File: src/rtl/bcd_down_timer.sv
// bcd_down_timer
//   Multi-decade BCD down-counter for the irrigation controller. A preset is
//   loaded (non-BCD digits clamped to 9). Counting is started and paused on
//   command, and the count is decremented once every PRESCALE time-base ticks.
//   At terminal count the timer emits a one-cycle Done pulse. It then either
//   stops at zero, or reloads the preset and keeps running (AUTO_RELOAD).
//
// Parameters
//   DIGITS      number of BCD decades (1..4)
//   PRESCALE    Tick pulses per decrement (1..16)
//   AUTO_RELOAD 1 = reload last loaded value at terminal count, 0 = stop
//
// Ports
//   Clk      in   rising-edge clock
//   Rst      in   asynchronous active-high reset
//   Load     in   load LoadVal into count and reload register
//   LoadVal  in   BCD preset, digit 0 in bits [3:0]
//   Start    in   begin/resume counting
//   Stop     in   pause counting, count held
//   Tick     in   one-cycle time-base strobe
//   Q        out  current BCD count (registered)
//   Running  out  high while in RUN state
//   Zero     out  Q == 0 (combinational)
//   Done     out  one-cycle terminal-count pulse (registered)
module bcd_down_timer #(
  parameter int DIGITS      = 2,
  parameter int PRESCALE    = 1,
  parameter int AUTO_RELOAD = 0
) (
  input  logic                  Clk,
  input  logic                  Rst,
  input  logic                  Load,
  input  logic [4*DIGITS-1:0]   LoadVal,
  input  logic                  Start,
  input  logic                  Stop,
  input  logic                  Tick,
  output logic [4*DIGITS-1:0]   Q,
  output logic                  Running,
  output logic                  Zero,
  output logic                  Done
);

  localparam int W  = 4 * DIGITS;
  localparam int PW = (PRESCALE > 1) ? $clog2(PRESCALE) : 1;
  localparam logic [PW-1:0] PRE_LAST = PW'(PRESCALE - 1);

  typedef enum logic {IDLE, RUN} state_t;

  state_t          state_reg;
  logic [W-1:0]    q_reg;
  logic [W-1:0]    reload_reg;
  logic [PW-1:0]   pre_reg;
  logic            done_reg;

  logic [W-1:0]    load_clean;
  logic [W-1:0]    q_dec;
  logic [DIGITS:0] borrow;

  // Clamp every decade of the preset to 9 so Q never holds a non-BCD digit.
  generate
    for (genvar gi = 0; gi < DIGITS; gi++) begin : g_clamp
      assign load_clean[4*gi +: 4] =
        (LoadVal[4*gi +: 4] > 4'd9) ? 4'd9 : LoadVal[4*gi +: 4];
    end
  endgenerate

  // Ripple-borrow BCD decrement: a decade at 0 wraps to 9 and passes the
  // borrow upward; decades above the last borrow are untouched.
  assign borrow[0] = 1'b1;
  generate
    for (genvar gi = 0; gi < DIGITS; gi++) begin : g_dec
      logic [3:0] digit;
      assign digit = q_reg[4*gi +: 4];
      assign q_dec[4*gi +: 4] = !borrow[gi]    ? digit :
                                (digit == 4'd0) ? 4'd9  : digit - 4'd1;
      assign borrow[gi+1] = borrow[gi] && (digit == 4'd0);
    end
  endgenerate

  logic is_one;
  logic do_reload;
  assign is_one    = (q_reg == W'(1));
  assign do_reload = (AUTO_RELOAD != 0) && (reload_reg != '0);

  always_ff @(posedge Clk or posedge Rst) begin
    if (Rst) begin
      state_reg  <= IDLE;
      q_reg      <= '0;
      reload_reg <= '0;
      pre_reg    <= '0;
      done_reg   <= 1'b0;
    end else begin
      done_reg <= 1'b0;
      if (Load) begin
        q_reg      <= load_clean;
        reload_reg <= load_clean;
        state_reg  <= IDLE;
        pre_reg    <= '0;
      end else if (Stop && state_reg == RUN) begin
        // Pause: count and prescaler phase are held; the Tick is dropped.
        state_reg <= IDLE;
      end else if (Start && state_reg == IDLE && q_reg != '0) begin
        state_reg <= RUN;
        pre_reg   <= '0;
      end else if (Tick && state_reg == RUN) begin
        if (pre_reg == PRE_LAST) begin
          pre_reg <= '0;
          if (is_one) begin
            done_reg <= 1'b1;
            if (do_reload) begin
              q_reg <= reload_reg;
            end else begin
              q_reg     <= '0;
              state_reg <= IDLE;
            end
          end else begin
            q_reg <= q_dec;
          end
        end else begin
          pre_reg <= pre_reg + PW'(1);
        end
      end
    end
  end

  assign Q       = q_reg;
  assign Running = (state_reg == RUN);
  assign Zero    = (q_reg == '0);
  assign Done    = done_reg;

endmodule

File: config.mk
export PLATFORM = sky130hd
export DESIGN_NAME = bcd_down_timer
export DESIGN_NICKNAME = d
export VERILOG_FILES = /design/src/rtl/bcd_down_timer.sv
export SDC_FILE = /design/constraint.sdc
export NUM_CORES = 1
export LEC_CHECK = 0
export ABC_AREA = 0
export CAP_MARGIN = 10
export CORE_MARGIN = 1.5
export CORE_UTILIZATION = 34
export CTS_CLUSTER_SIZE = 20
export DETAILED_ROUTE_END_ITERATION = 10
export HOLD_SLACK_MARGIN = 0.12
export PLACE_DENSITY = 0.65
export SETUP_SLACK_MARGIN = 0.4
export SYNTH_ARGS = -nofsm -noshare
export SYNTH_HDL_FRONTEND = slang
export SYNTH_SLANG_ARGS = --single-unit
File: constraint.sdc
create_clock -name Clk -period 2.5 [get_ports Clk]
set_input_delay 0.5 -clock Clk [delete_from_list [all_inputs] [get_ports Clk]]
set_output_delay 0.5 -clock Clk [all_outputs]
set_load 0.01 [all_outputs]
Word level (Yosys, flattened, before mapping)

Index checks and enable logic that the tools add are counted.

Magnitude comparators: 2
Divide/modulo/power cells: 0
Multiplexer cells: 28
Eq/ne operators: 5
Add/sub/neg operators: 3
Bitwise operators: 1
Multipliers: 0
Shift-type cells: 0
Reduce and logical (&&, ||, !) cells: 17

Operators by type and width:

| cell                                                  | number |
|---|---|
| 2-to-1 mux 8 bit                                      | 6 |
| 2-to-1 mux 4 bit                                      | 5 |
| 2-to-1 mux 1 bit                                      | 17 |
| == test 8 x 1 -> 1 bit (second input constant)        | 1 |
| greater-than comparator 4 bit (second input constant) | 2 |
| zero test 4 bit                                       | 2 |
| zero test 8 bit                                       | 1 |
| nonzero test 4 bit                                    | 2 |
| nonzero test 8 bit                                    | 1 |
| subtractor 4 x 1 -> 4 bit (second input constant)     | 2 |
| != test 2 bit (second input constant)                 | 3 |
| nonzero test 3 bit                                    | 2 |
| AND reduction 5 bit                                   | 1 |
| logical AND 1 bit                                     | 4 |
| != test 4 x 2 -> 1 bit (second input constant)        | 1 |
| AND reduction 4 bit                                   | 1 |
| AND reduction 3 bit                                   | 1 |
| AND reduction 2 bit                                   | 1 |
| nonzero test 2 bit                                    | 1 |
| adder 1 bit (second input constant)                   | 1 |
| inverter 1 bit                                        | 1 |

Latch bits: 0
Bits in read-only memories: 0
Bits of input ports: 14
RAM bits: 0
Register bits after elaboration: 11
Memories kept: 0

Depth between registers and ports, before layout

Word-level depth: 9
Gate-level depth with buffers: 6

Worst setup path before layout

Ideal clock, no wire load.

Path kind: flip-flop to output port
From: register q_reg[4] (netlist: Q[4])
To: output Zero
Arrival: 1.722 ns
Path buffers: 0
Path slack: 0.278 ns
Cell stages (with the launch flop): 5
Cell sequence: dfrtp_1 -> inv_1 -> ha_1 -> or3b_2 -> nor4b_1

Longest elaborated chain between the ends: 1

Ends and longest elaborated chain:

| element                  | line | text |
|---|---|---|
| start: declaration       | 50   | `logic [W-1:0] q_reg;` |
| start signal: assignment | 95   | `q_reg <= load_clean;` |
| start signal: assignment | 111  | `q_reg <= reload_reg;` |
| start signal: assignment | 117  | `q_reg <= q_dec;` |
| zero test 8 bit          | 128  | `assign Zero = (q_reg == '0);` |
| end: declaration         | 39   | `output logic Zero,` |

Every way passes these cells.

Final worst setup path

Ends and elaborated chain as after synthesis.

==> results.toml <==
[detailed_routing]
post_drt_wl_per_cell_um = 13.8
num_vias = 707
viasPerCell = 5.28
dr.pass1.iters = 4
drc = 0
drtAntennaViolNets = 0
finalWirelength_um = 1840
drtIter0Drc = 9

[sta]
post-route-period-util = 0.877
timing.fmax_ghz = 0.456
slew_headroom = 0.616
tightest_slew_ns = 0.575
finalMaxSlewViolations = 0
clock_skew_ns = 0.00231
setup_viol = 0
min_period_ns = 2.19
setup_tns_ns = 0
final_hold_viol_count = 0
rsz0062_at_grt = "true"

[hold_path]
min_path_type = "primary input to asynchronous set/reset pin"

[final_layout]
final_cells = 134
fin_nets = 127
final_area_sq_mm = 0.00105
final_cell_mix = "23 x clkdlybuf4s50_1, 12 x buf_4, 10 x dfrtp_1"
utilization = 0.589
syn_to_final_growth_pct = 56.1
nFillCells = 168
antenna_cells = 0
layout_commonest_cell = "clkdlybuf4s50_1"
drive_gt1_frac = 0.220

[placed_design]
dp_cells = 128
gp_congestion = 0.782
post_dp_cell_area_sq_um = 987
port_buffers = 24
dp_hpwl_um = 1350

[die]
core.rowCount = 15
fp.dieH_um = 47.5
core_area_sq_mm = 0.00178
die_area_sq_mm = 0.00226
ioPinCount = 25
die_x_um = 47.5
start_util = 0.378

[global_routing]
grt_pass1_vias = 676
overflow = 0
grt_max_degree = 14
track_usage = 0.193
antenna_found_initial = 0
grt_pass1_wl_um = 2930

[logic_synthesis]
syn_area_sq_um = 673
synth_warnings = 0
yosys.area.top_type = "dfrtp_1"
postSynthCellCount = 73
syn-num-nets = 89
ys_seq_elements = 10
synth_area_leaders = "dfrtp_1 37%, nor3_1 5.2%, o21ai_0 5.2%, clkbuf_8 4.1%, ha_1 3.7%"
synth-seq-area-share = 0.372
synth.distinct_cells = 29
avgSynthCellArea_sq_um = 9.22
synth_top_area_share = 0.372

[clock_tree]
clk_pin_slew_ns = 0.06
insertion_delay_ns = 0.26
cts_buffers = 3
cts.path.max_buffers = 2
root_buffer = "clkbuf_4"
h-tree-depth = 1
cts_sinks = 10
cts_tree = "yes"

[worst_setup_path]
arrival_ns = 1.69
worstSetupPathType = "register to output port"
start_kind = "register"
cp_max_fo = 2
required_ns = 2.00
end_kind = "output port"

[power]
peakVddDrop_uv = 308
p_per_area_mw_per_mm2 = 504
p_leak_nw = 0.421
finalPower_mw = 0.530

[run]
max_cap_violations = 0

[status]
status = "finished clean"
==> cells in the mapped netlist <==
cell	n
dfrtp_1	10
nor3_1	7
o21ai_0	7
inv_1	5
nor2_1	5
a21oi_1	4
nand2_1	3
nand3b_1	3
clkbuf_8	2
ha_1	2
mux2i_1	2
nor2b_1	2
nor4b_1	2
o21a_1	2
or3b_2	2
xnor2_1	2
a211oi_1	1
a311o_1	1
clkbuf_1	1
mux2_2	1
nand4bb_1	1
nor3b_1	1
nor4_1	1
o311ai_0	1
o311ai_1	1
or2_1	1
or3_4	1
or4_1	1
xor2_1	1
==> logic make-up (layout without fill, tap and decap cells) <==
kind of cell / count (synthesis) / count (layout) / share of synthesized area
AOI/OAI and AO/OA: 17 / 17 / 0.156
xor gates and xnor gates: 3 / 3 / 0.0390
adders and majority gates: 2 / 2 / 0.0372
buffers and inverters: 8 / 44 / 0.0744
DFF: 10 / 10 / 0.372
muxes: 3 / 3 / 0.0465
and+or+nand+nor: 30 / 30 / 0.275
==> final cells by class <==
type	instances	area, sq um	area share
well taps	25	31.3	0.0298
multi-input cells	55	403	0.383
repair buffers	36	325	0.310
flip-flops and latches	10	250	0.238
clock buffers	3	22.5	0.0214
inverters	5	18.8	0.0179
==> critical path, cell delays in order (launching register included) <==
cell     delay [ns]
dfrtp_1        0.40
inv_2          0.09
ha_4           0.14
or3b_4         0.40
nor4b_4        0.23
buf_2          0.17
==> state kept, by name, indices dropped and copies added, names as in the netlist <==
register	count
Running	1
Done	1
Q	8
==> what timing repair did <==
item,in CTS,in global routing
setup buffers,2,1
endpoints found under the setup margin,2,2
hold buffers,0,0
pin swaps,1,0
gates resized for setup,10,0
gates cloned,0,0
==> where the power goes <==
group / total [mW] / internal, mW / switching (mW)
Clock: 0.109 / 0.0556 / 0.0536
Sequential: 0.201 / 0.179 / 0.0219
Combinational: 0.220 / 0.131 / 0.0883
Total: 0.530 / 0.366 / 0.164
==> worst paths after layout <==
| path | cells past startpoint | startpoint | slack, ns | endpoint |
|---|---|---|---|---|
| min in group Clk | 2 | Running$_DFFE_PP0P_ | 0.65 | Running$_DFFE_PP0P_ |
| hold / removal | 2 | Rst | 0.52 | Q[5]$_DFFE_PP0P_ |
| hold reg to reg | 2 | Running$_DFFE_PP0P_ | 0.65 | Running$_DFFE_PP0P_ |
| setup / recovery | 5 | Q[4]$_DFFE_PP0P_ | 0.31 | Zero |
| max in group asynchronous | 2 | Rst | 1.70 | Q[0]$_DFFE_PP0P_ |
| setup reg to reg | 7 | Q[4]$_DFFE_PP0P_ | 0.47 | Q[6]$_DFFE_PP0P_ |
==> through the flow <==
stage / worst slack, ns / hold slack [ns]
2_1_floorplan: 0.427 / 0.340
3_5_place_dp: 0.0176 / 0.631
4_1_cts: 0.338 / 0.532
6_report: 0.307 / 0.518
3_3_place_gp: 0.0630 / 0.624
5_1_grt: 0.239 / 0.543
==> per-layer routing <==
| metal | up-vias | GRT usage | part of all wire |
|---|---|---|---|
| met2 | 28 | 0.349 | 0.51 |
| li1 | 340 | - | - |
| met4 | 0 | 0.100 | 0.0081 |
| met3 | 2 | 0.0264 | 0.055 |
| met5 | - | 0 | 0 |
| met1 | 337 | 0.218 | 0.42 |
Note: power is estimated with default switching activity, not from simulation.
